<file path="config.mk">
export PLATFORM = sky130hd
export DESIGN_NAME = fcb_config_loader
export DESIGN_NICKNAME = d
export VERILOG_FILES = /design/src/rtl/fcb_config_loader.sv
export SDC_FILE = /design/constraint.sdc
export NUM_CORES = 1
export LEC_CHECK = 0
export ABC_AREA = 1
export CAP_MARGIN = 20
export CORE_UTILIZATION = 65
export DETAILED_ROUTE_END_ITERATION = 16
export DONT_BUFFER_PORTS = 1
export GPL_TIMING_DRIVEN = 0
export PLACE_DENSITY = 0.83
export RECOVER_POWER = 25
export REMOVE_ABC_BUFFERS = 1
export SLEW_MARGIN = 10
export SYNTH_ARGS = -nofsm -noshare
export SYNTH_HDL_FRONTEND = slang
export SYNTH_SLANG_ARGS = --single-unit
</file>
<file path="constraint.sdc">
create_clock -name clk -period 2.5 [get_ports clk]
set_input_delay 0.625 -clock clk [delete_from_list [all_inputs] [get_ports clk]]
set_output_delay 0.625 -clock clk [all_outputs]
set_load 0.005 [all_outputs]
</file>
<file path="src/rtl/fcb_config_loader.sv">
// fcb_config_loader: shifts a host bitstream into parallel ccff chains, with an optional readback pass.
module fcb_config_loader #(
  parameter int NUM_CHAINS = 1,
  parameter int CHAIN_LEN = 1024,
  parameter int CLK_DIV = 1
) (
  input  logic                               clk,
  input  logic                               rst,
  input  logic                               start,
  input  logic                               verify_en,
  input  logic                               abort,
  input  logic [NUM_CHAINS-1:0]              din,
  input  logic                               din_valid,
  output logic                               din_ready,
  output logic                               prog_clk,
  output logic [NUM_CHAINS-1:0]              ccff_head,
  input  logic [NUM_CHAINS-1:0]              ccff_tail,
  output logic                               busy,
  output logic                               bitstream_complt,
  output logic                               verify_err,
  output logic [$clog2(CHAIN_LEN+1)-1:0]     bit_count
);
  localparam int BW = $clog2(CHAIN_LEN + 1);
  typedef enum logic [2:0] {IDLE, FETCH, PLO, PHI, DONE, FAIL} state_t;
  state_t state, state_n;
  logic [7:0] cnt, cnt_n;
  logic mode, mode_n, pass, pass_n, pend, pend_n, complt_n, err_n;
  logic [NUM_CHAINS-1:0] head_n;
  logic [BW-1:0] count_n;
  logic last;
  assign last = cnt == 8'(CLK_DIV - 1);
  always_ff @(posedge clk) begin
    if (rst) begin
      state <= IDLE;
      cnt <= '0;
      mode <= 1'b0;
      pass <= 1'b0;
      pend <= 1'b0;
      prog_clk <= 1'b0;
      ccff_head <= '0;
      din_ready <= 1'b0;
      busy <= 1'b0;
      bitstream_complt <= 1'b0;
      verify_err <= 1'b0;
      bit_count <= '0;
    end else begin
      state <= state_n;
      cnt <= cnt_n;
      mode <= mode_n;
      pass <= pass_n;
      pend <= pend_n;
      prog_clk <= state_n == PHI;
      ccff_head <= head_n;
      din_ready <= state == FETCH && state_n == FETCH;
      busy <= state_n != IDLE;
      bitstream_complt <= complt_n;
      verify_err <= err_n;
      bit_count <= count_n;
    end
  end
  // An abort arriving mid-PHI is deferred to the end of the phase so prog_clk never emits a runt high pulse.
  always_comb begin
    state_n = state;
    cnt_n = cnt;
    mode_n = mode;
    pass_n = pass;
    pend_n = pend;
    head_n = ccff_head;
    complt_n = bitstream_complt;
    err_n = verify_err;
    count_n = bit_count;
    case (state)
      IDLE: if (start && !abort) begin
        state_n = FETCH;
        mode_n = verify_en;
        pass_n = 1'b0;
        complt_n = 1'b0;
        err_n = 1'b0;
        count_n = '0;
      end
      FETCH: if (abort) begin
        state_n = IDLE;
        head_n = '0;
      end else if (din_ready && din_valid) begin
        state_n = PLO;
        head_n = din;
        cnt_n = '0;
      end
      PLO: if (abort) begin
        state_n = IDLE;
        head_n = '0;
      end else if (last) begin
        state_n = PHI;
        cnt_n = '0;
        err_n = verify_err | (pass && ccff_tail != ccff_head);
      end else cnt_n = cnt + 8'd1;
      PHI: if (!last) begin
        cnt_n = cnt + 8'd1;
        pend_n = pend | abort;
      end else if (abort || pend) begin
        state_n = IDLE;
        head_n = '0;
        pend_n = 1'b0;
      end else if (bit_count != BW'(CHAIN_LEN - 1)) begin
        state_n = FETCH;
        count_n = bit_count + BW'(1);
      end else if (mode && !pass) begin
        state_n = FETCH;
        pass_n = 1'b1;
        count_n = '0;
      end else begin
        state_n = verify_err ? FAIL : DONE;
        count_n = bit_count + BW'(1);
      end
      DONE: begin
        state_n = IDLE;
        complt_n = !abort;
      end
      default: state_n = IDLE;
    endcase
  end
endmodule
</file>
# Yosys cells after proc, flatten, opt, wreduce, memory -nomap -nowiden
# Cells that the tools add are included.
[word_totals] register_bits=31 inputBits=8 out_inout_bits=17 word_cells=101
[op_classes] bitwise=2 muxes=40 add_sub_neg=2 n_reduce_logical=23 eq_ne=22
[ops] cell="$mux W11" n=5
[ops] cell="$mux W8" n=5
[ops] cell="$mux W3" n=9
[ops] cell="$pmux W8 S3" n=1
[ops] cell="$ne A2 B2 Y1 const B" n=11
[ops] cell="$pmux W11 S2" n=1
[ops] cell="$mux W1" n=14
[ops] cell="$pmux W3 S4" n=1
[ops] cell="$add A11 B1 Y11 const B" n=1
[ops] cell="$ne A11 B10 Y1 const B" n=1
[ops] cell="$reduce_and A5 Y1" n=2
[ops] cell="$eq A3 B2 Y1 const B" n=3
[ops] cell="$add A8 B1 Y8 const B" n=1
[ops] cell="$logic_not A8 Y1" n=1
[ops] cell="$reduce_and A4 Y1" n=2
[ops] cell="$eq A3 B1 Y1 const B" n=2
[ops] cell="$pmux W1 S2" n=3
[ops] cell="$reduce_and A2 Y1" n=3
[ops] cell="$reduce_and A6 Y1" n=1
[ops] cell="$reduce_bool A2 Y1" n=3
[ops] cell="$reduce_bool A3 Y1" n=2
[ops] cell="$logic_and A1 B1 Y1" n=5
[ops] cell="$ne A2 B1 Y1 const B" n=2
[ops] cell="$eq A3 B3 Y1 const B" n=1
[ops] cell="7 further kinds" n=9

# Longest topological paths before layout
# Gate-level depths: netlist of run 1.
[depth] depth_word=9 ltp_mapped=10 mapped_depth_nobuf=10

# Worst setup path before layout of run 1
# Ideal clock, no wire load.
[synth_timing] path_type="in2reg" startpoint="input abort" endpoint="register bit_count[2]" path_slack_ns=0.990 path_buffers=0 t_required_ns=2.378 arrival_ns=1.389 setup_ns=0.122 path_stages=8 path_cell_list="nor2_1 -> inv_1 -> nor2_2 -> nand2_2 -> nand2_4 -> inv_1 -> o21ai_0 -> a21oi_1"
[synth_via] elab_chain_cells=4 word_cells_on_any_way=6 classes_between="eq/ne: 2; reduce/logical: 4"
[synth_rtl] element="from (decl)" line_no="11" source="input logic abort,"
[synth_rtl] element="$logic_not A1 Y1" line_no="73" source="IDLE: if (start && !abort) begin"
[synth_rtl] element="$logic_and A1 B1 Y1" line_no="73"
[synth_rtl] element="$ne A2 B2 Y1 (no line)"
[synth_rtl] element="$reduce_and A4 Y1 (no line) (*)"
[synth_rtl] element="to (signal assigned)" line_no="58" source="bit_count <= count_n;"
[synth_rtl] element="to (decl)" line_no="21" source="output logic [$clog2(CHAIN_LEN+1)-1:0] bit_count"
# Mark *: on every way between the ends. The rest lies on a longest branch, timed or not.
# A chain may end at the register's enable or synchronous reset.

# Final worst setup path of run 1
[layout_timing] startpoint="register cnt[0]" endpoint="register bit_count[0]"
[layout_via] elab_chain_cells=3
[layout_rtl] element="from (decl)" line_no="26" source="logic [7:0] cnt, cnt_n;"
[layout_rtl] element="from (signal assigned)" line_no="48" source="cnt <= cnt_n;"
[layout_rtl] element="$logic_not A8 Y1" line_no="31" source="assign last = cnt == 8'(CLK_DIV - 1);"
[layout_rtl] element="$ne A2 B2 Y1 (no line)"
[layout_rtl] element="$reduce_and A4 Y1 (no line)"
# Every way passes these cells.

==> metrics.txt, run 1 <==
maximum fanout along the worst path=18; setup ws final=around 0.63 ns; crit-path max cell delay=0.33 ns; Die W=approximately 54 um; CP required=between 2 and 3 ns; RSZ-0062 raised after global routing=no; CTS root buffer=clkbuf_4; top-count cell post-synth=nand2_1; max-slew violation count=0; Core Area=2522 um^2; Rows=18; GRT busiest layer=met2; Crit. End Element=register; Sequential Power Share=52.3%; I/O Buffers=0; NetSw=216.1 uW; internal power=roughly 750 uW; via count=1672; final hold viol count=0; Worst EP arrival=2.11 ns; synth unique cells=28; initial antenna violation count=0; Worst setup SP type=register; clk buf depth=2; ys flop type=dfxtp_1; CTS tree=yes; post-synthesis cell area=~1800 um^2; top post-synthesis cells by count=69 x nand2_1, 36 x inv_1, 36 x nor2_1; DRC Markers=0; Critical R2R Capture=bit_count[0]; PwrDens=521.4 nW/um^2; drt pass-1 iters=4; met3 usage=9.887%; Hold Startpoint=rst; routed wire length=approximately 3700 um; Synth Instances=267; Async S/R FF share, synth=0%; Overflow after GRT=0; post_cts resized=0; initial DRC count=35; Layout Nets=283; Mapped Avg Cell Area=6.584 um^2; Slew @ Worst Pin=about 0.38 ns; Power Total=964.3 uW; n_diodes=0; setup tns final=0 ns; number of global-route vias before repair=1385; Setup-failing EPs final=0; Top delay family on crit path=simple AND/OR/NAND/NOR gates; yosys warns=0; largest net degree at the start of global routing=19; Die ar.=2917 um^2; Hold Path Class=input pin to register; Slowest cell on crit path=dfxtp_1; Ports=25; All-Layer GR Usage=28.04%; worst flop-to-flop path startpoint=cnt[0]; Setup Skew=around 0.0055 ns; Num CTS Buffers=5; placed instance area=1777 um^2; Clock transition at path regs=0.10 ns; Detail Route Antenna Nets=0; Die Ht=54.01 um; share of layout cells above drive strength 1=8.059%; DPL Wire Length=2619 um; post-route cell area=~1800 um^2; critical path, cell by cell=inv_1 -> ha_1 -> nand2_1 -> nor2_1 -> nand2_2 -> nand2_4 -> inv_1 -> o21ai_0 -> nor2_1; gp weighted congestion=a little under 0.9; CTS Sinks=31; worst hold endpoint=cnt[7]; switch share=22.41%; EDFF count, synth=0; Skew-Pair Late Insertion Delay=about 0.34 ns; status=completed; Clock power frac=43.1%; combinational cell fraction of total power=4.6%; ranking of synthesized cells by area=dfxtp_1 35%, nand2_1 15%, inv_1 7.7%; post-CTS setup buffer count=0; crit share post-route=around three quarters; critical path class=register to register; register area share after synthesis=35.30%; Static Leak=around 0.8 nW; GR Layer Usage met2=43.83%; Reg2Reg Setup Slack=between 0.6 and 0.7 ns; Max Cap Violations=0; DP Worst Slack=between 0.7 and 0.8 ns; wire length per cell=12.07 um; Max transition margin=approximately three quarters; H-tree lvl count=2; R2R depth=9; achievable clock frequency=0.5359 GHz; Hold Buf Count CTS=0; Worst Path Buf+Inv=2; peak supply drop=559.8 uV; met1 Resource Use GR=34.13%; vias per inst=approximately 5.5; first-pass GRT wire length=5768 um; Hold Crit Depth=1; top cell type's share of synthesized area=35.30%; Initial Util=around 70%; fin crit period=1.866 ns; Crit path depth=9; P&R area growth vs syn=5.196%; register bit total from synthesis=31; Fill cells=224; cell taking the most area after synthesis=dfxtp_1
==> area by class of cell <==
cell class              count  area (um^2)  area share [%]
multi-input cells         195        958.4           51.83
well taps                  30        37.54           2.030
clock buffers               6        51.30           2.774
inverters                  39        146.4           7.916
flip-flops and latches     31        620.6           33.56
clock inverters             2        35.03           1.894
==> worst max-delay path by stage <==
stage | startpoint | end | slack (ns)
3_3_place_gp | abort | bit_count[2] | 0.74
2_1_floorplan | abort | bit_count[2] | 0.94
4_1_cts | cnt[0] | bit_count[0] | 0.78
3_5_place_dp | abort | bit_count[2] | 0.73
5_1_grt | cnt[0] | bit_count[0] | 0.36
6_report | cnt[0] | bit_count[0] | 0.63
==> cells in the final DEF (no fill, tap or decap), types with 2 or more instances in the layout <==
cell type and instances:
a21oi_1 20, clkbuf_4 5, dfxtp_1 31, ha_1 3
inv_1 36, inv_2 3, nand2_1 69, nand2_2 2
nand3_1 22, nand3b_1 5, nand4_1 12, nor2_1 37
nor2_2 3, nor2_4 2, nor3_1 4, o21ai_0 6
==> stage by stage <==
step	instances	utilization [%]	hold WS, ns
6_report	303	73.31	0.3417
4_1_cts	303	73.86	0.3197
2_1_floorplan	265	-	0.4301
3_3_place_gp	295	70.44	0.4496
3_5_place_dp	295	70.44	0.4630
5_1_grt	303	73.31	0.3185
==> metal layers <==
metal / wire length (um) / share of wire, %
met2: 1736 / 47
met1: 1666 / 46
met5: 0 / 0
met3: 200 / 5.5
met4: 54 / 1.5
==> power by group through the flow <==
stage	registers (mW)	logic, mW	clock network (mW)
floorplan	0.514	0.0356	0
CTS	0.504	0.0450	0.429
global route	0.505	0.0514	0.443
detailed placement	0.516	0.0448	0
finish	0.504	0.0447	0.415
global placement	0.515	0.0443	0
==> cell families (layout without fill, tap and decap cells) <==
family | Yosys count | count (layout) | synth area share (%)
DFF | 31 | 31 | 35.30
adders and majority gates | 3 | 3 | 2.135
and+or+nand+nor | 160 | 160 | 42.85
xor gates and xnor gates | 2 | 2 | 0.9966
buffers and inverters | 41 | 47 | 9.395
AOI/OAI and AO/OA | 30 | 30 | 9.325
==> state kept, by name, summed over array words and instances (netlist names) <==
signal            count
ccff_head             1
cnt                   8
prog_clk              1
bit_count            11
din_ready             1
pass                  1
pend                  1
state                 3
verify_err            1
mode                  1
busy                  1
bitstream_complt      1
No activity file was read; power rests on OpenSTA's default activity.
==> run 2: changes to the inputs <==
- CORE_UTILIZATION: 65 -> 56
- PLACE_DENSITY: 0.83 -> 0.76
- clock period: 2.5 -> 1.6 ns (I/O delays scaled with it)
==> run 2 against run 1 <==
  * The flow now finishes with violations (design-rule violations)
  * Sequential power is 56% higher
  * Hold slack worse by 0.22 ns
  * First-iteration DRC count grew to 3.9 times the previous value
  * Final cell count is 2.3% higher
  * Worst setup slack worse by 0.54 ns
  * Global-route usage is 3.7 points lower
  * Die area is 15% higher
  * Via count is 2.5% higher
  * Clock-buffer cell count stayed put
  * Wire length is 5.8% higher
  * Clock skew is 0.0075 ns higher
  * Critical path type unchanged
  * Critical endpoint is now cnt[5]
  * Largest cell class unchanged
==> metrics.txt, run 2 (synthesis results as in run 1) <==
failing checks=design-rule violations; share of layout cells above drive strength 1=15.05%; Hold Buf Count CTS=0; Setup-failing EPs final=0; Die Ht=58.03 um; Clock transition at path regs=0.10 ns; n_diodes=0; drt pass-1 iters=10; initial DRC count=136; setup ws final=0.09353 ns; Max transition margin=between 70 and 80%; status=finished with violations; largest register by flop count=bit_count; Setup Skew=0.01295 ns; via count=1714; maximum fanout along the worst path=10; initial antenna violation count=0; routed wire length=about 3900 um; H-tree lvl count=2; achievable clock frequency=0.6638 GHz; max FFs per register=11; Overflow after GRT=0; CP required=1.82 ns; CTS root buffer=clkbuf_4; Max Cap Violations=0; Slew @ Worst Pin=approximately 0.31 ns; vias per inst=5.529; max-slew violation count=0; largest net degree at the start of global routing=15; I/O Buffers=0; most common cell after layout, fill and taps aside=nand2_1; Num CTS Buffers=5; commonest cells after routing, fill and taps aside=68 x nand2_1, 34 x inv_1, 34 x nor2_1; Detail Route Antenna Nets=0; PwrDens=685.7 nW/um^2; DRC Markers=1; wire length per cell=12.48 um; DP Worst Slack=-0.09806 ns; Ports=25; peak supply drop=591.2 uV; CTS Sinks=31; Worst EP arrival=1.73 ns; critical path class=register to register; number of global-route vias before repair=1451; fin crit period=approximately 1.5 ns; Worst setup SP type=register; DPL Wire Length=2733 um; Hold Path Class=input pin to register; Layout Nets=290; Static Leak=0.8199 nW; Crit. End Element=register; Regs by FF count=bit_count: 11 flops, cnt: 8 flops, state: 3 flops; gp weighted congestion=0.9155; Skew-Pair Late Insertion Delay=0.33 ns; clk buf depth=2; first-pass GRT wire length=between 6000 and 7000 um; Die W=58.03 um; CTS tree=yes; Core Area=between 2000 and 3000 um^2; final hold viol count=0; P&R area growth vs syn=11.25%; Die ar.=around 3400 um^2; All-Layer GR Usage=24.34%; Initial Util=61.62%; Power Total=1.341 mW; Rows=19; crit share post-route=94.15%
run 2: cell count changes in the layout (fill, tap and decap cells not counted), moves of 2 or more:
cell and delta:
nor2_2 +2, inv_1 -2, dfxtp_4 +2, dfxtp_1 -3, o21ai_0 -2, buf_4 +6
nor2_1 -3, ha_1 -2, o21ai_2 +2
run 2: stage by stage:
step           util, %  TNS (ns)  std cells  hold slack [ns]  area, um^2
3_5_place_dp     62.32   -0.5953        296           0.4459        1778
3_3_place_gp     62.32   -0.3735        296           0.4469        1778
6_report         68.55         0        310           0.1224        1956
5_1_grt          68.55   -0.1203        310           0.1031        1956
2_1_floorplan        -         0        265           0.4301        1739
4_1_cts          65.53         0        305           0.1133        1869
run 2: power breakdown:
part           internal [mW]  leakage (nW)  total (mW)  switching [mW]
Clock                  0.204        0.0341       0.472           0.269
Sequential             0.777         0.253       0.784         0.00727
Combinational         0.0287         0.533      0.0847          0.0560
run 2: area by class of cell:
| cell class | instances | area [um^2] |
|---|---|---|
| clock buffer | 6 | 51.30 |
| clock inverter | 1 | 5.005 |
| fill | 267 | 897.1 |
| inverter | 39 | 150.1 |
| multi-input combinational | 195 | 1025 |
| sequential | 31 | 629.4 |
| tap | 31 | 38.79 |
| timing repair buffer | 7 | 56.30 |
run 2: repair_timing:
item,CTS,global route
endpoints found under the setup margin,8,14
pin swaps,1,3
resized for setup,7,14
buffers inserted,2,5
run 2: worst max-delay path: stages, from the launching register on:
cell,delay (ns)
dfxtp_1,0.35
inv_1,0.07
ha_2,0.17
nand2_1,0.08
nor2_4,0.17
nand2_1,0.13
nand3_4,0.15
inv_2,0.08
a21oi_1,0.14
nor2_1,0.06
run 2: metal layers:
| metal | up-vias | wire length (um) | track usage, % |
|---|---|---|---|
| li1 | 893 | - | - |
| met1 | 767 | 1788 | 34.31 |
| met2 | 51 | 1802 | 36.45 |
| met3 | 3 | 259 | 5.357 |
| met4 | 0 | 18 | 9.184 |
| met5 | - | 0 | 0 |
run 2: worst paths after layout:
| kind | start | end | slack (ns) | cells after the start |
|---|---|---|---|---|
| min | rst | bit_count[1] | 0.12 | 1 |
| max reg2reg | cnt[1] | cnt[5] | 0.09 | 9 |
| max | cnt[1] | cnt[5] | 0.09 | 9 |
| min reg2reg | mode | mode | 0.46 | 2 |
==> run 3: changes to the inputs <==
- CELL_PAD_IN_SITES_DETAIL_PLACEMENT: unset -> 2
- CELL_PAD_IN_SITES_GLOBAL_PLACEMENT: unset -> 2
- CORE_MARGIN: unset -> 1
- CORE_UTILIZATION: 56 -> 30
- PLACE_DENSITY: 0.76 -> 0.75
==> run 3 against run 2 <==
  * The flow now finishes without violations
  * Non-clock buffer count fell by 1
  * Final cell count is 14% higher
  * Largest power group is now the clock network
  * Sequential power is essentially flat
  * Combinational power is 11% higher
  * Highest routed layer unchanged
  * Clock power up 74%
==> metrics.txt, run 3 (synthesis results as in run 1) <==
status=completed; gp weighted congestion=0.7482; PwrDens=806.3 nW/um^2; met3 usage=4.302%; Ports=25; Power Total=1.699 mW; CTS Sinks=31; Initial Util=a little under a third; Worst setup SP type=register; Hold Path Class=input pin to register; max-slew violation count=0; critical path, cell by cell=inv_4 -> ha_4 -> nand2_1 -> nor2_4 -> nand2_4 -> nand2_8 -> clkinvlp_4 -> o21ai_1 -> a21oi_1; CP required=1.78 ns; Max transition margin=75.98%; initial DRC count=60; Slew @ Worst Pin=0.3599 ns; I/O Buffers=0; critical path class=register to register; vias per inst=5.026; Die Ht=between 70 and 80 um; Max Cap Violations=0; max FFs per register=11; post-route cell area=2107 um^2; Static Leak=about 0.85 nW; final hold viol count=0; n_diodes=0; Core Area=5574 um^2; number of global-route vias before repair=1872; CTS root buffer=clkbuf_8; peak supply drop=~370 uV; largest net degree at the start of global routing=15; P&R area growth vs syn=19.86%; DPL Wire Length=3852 um; H-tree lvl count=2; fin crit period=1.530 ns; crit-path max cell delay=0.34 ns; Overflow after GRT=0; Num CTS Buffers=5; GR Layer Usage met2=33.22%; routed wire length=around 5300 um; Rows=27; most common cell after layout, fill and taps aside=nand2_1; internal power=approximately 1.3 mW; All-Layer GR Usage=18.56%; Crit. End Element=register; GRT busiest layer=met2; commonest cells after routing, fill and taps aside=67 x nand2_1, 33 x inv_1, 31 x nor2_1; NetSw=386.7 uW; clk buf depth=2; combinational cell fraction of total power=5.5%; Skew-Pair Late Insertion Delay=0.29 ns; Setup Skew=0.01014 ns; Regs by FF count=bit_count: 11 flops, cnt: 8 flops, state: 3 flops; placed instance area=1829 um^2; met1 Resource Use GR=21.86%; Setup-failing EPs final=0; Detail Route Antenna Nets=0; via count=1769; achievable clock frequency=0.6536 GHz; Slowest cell on crit path=dfxtp_2; switch share=between 20% and 30%; first-pass GRT wire length=around 9000 um; initial antenna violation count=0; wire length per cell=15.18 um; Clock transition at path regs=0.07 ns; drt pass-1 iters=2; DRC Markers=0; CTS tree=yes; Worst EP arrival=1.71 ns; Die W=78.55 um; Clock power frac=48.3%; Die ar.=6170 um^2; largest register by flop count=bit_count; crit share post-route=a little over nine tenths; Sequential Power Share=46.2%; maximum fanout along the worst path=7; Layout Nets=290; share of layout cells above drive strength 1=19.64%
## run 3: changes by cell type in the layout (fill, tap and decap cells not counted), sizes merged
cell / previous run / this run
bufinv: 0 / 1
nand3: 24 / 25
buf: 7 / 6
## run 3: metal layers
layer / routed length (um) / share of wire [%]
met5: 0 / 0
met4: 64 / 1.2
met3: 167 / 3.1
met2: 2770 / 52
met1: 2342 / 44
## run 3: critical path, delay by kind of cell (launching register included)
kind / cells / cell delay (ns)
simple gates: 4 / 0.47
flops: 1 / 0.34
buf+inv: 2 / 0.25
compound gates: 2 / 0.24
fa+ha+maj: 1 / 0.13
## run 3: path summary, 6_finish.rpt
kind | depth (start not counted) | endpoint | from | slack, ns
worst max-delay path | 9 | bit_count[2] | cnt[0] | 0.07
worst min-delay path | 1 | cnt[1] | rst | 0.17
worst max register to register | 9 | bit_count[2] | cnt[0] | 0.07
worst min register to register | 2 | mode | mode | 0.46
## run 3: metrics by stage
stage                     TNS (ns)  instances  util [%]  worst slack [ns]  hold slack, ns
after floorplan                  0        265         -            0.1634          0.4301
after global placement     -0.9005        337     32.82           -0.1430          0.4490
after detailed placement    -1.437        337     32.82           -0.1836          0.4536
after CTS                        0        348     35.76          0.005045          0.1638
after global routing      -0.01996        352     37.80          -0.01030          0.1570
final                            0        352     37.80           0.06997          0.1676
## run 3: cell type report
type	count	area, um^2
multi-input combinational	196	1056
clock inverter	2	35.03
fill	674	3467
clock buffer	6	82.58
timing repair buffer	6	52.55
sequential	31	638.1
tap	72	90.09
inverter	39	152.6
## run 3: power groups by stage
stage	registers (mW)	logic, mW	clock network (mW)
floorplan	0.804	0.0557	0
global placement	0.805	0.0755	0
detailed placement	0.806	0.0784	0
CTS	0.788	0.0893	0.847
global route	0.786	0.106	0.880
finish	0.785	0.0937	0.820
## run 3: what timing repair did
| item | CTS | global route |
|---|---|---|
| setup buffers | 3 | 3 |
| cloned | 0 | 1 |
| hold buffers | 0 | 0 |
| pin swaps | 2 | 5 |
| endpoints found under the setup margin | 17 | 21 |
| gates resized for setup | 8 | 28 |
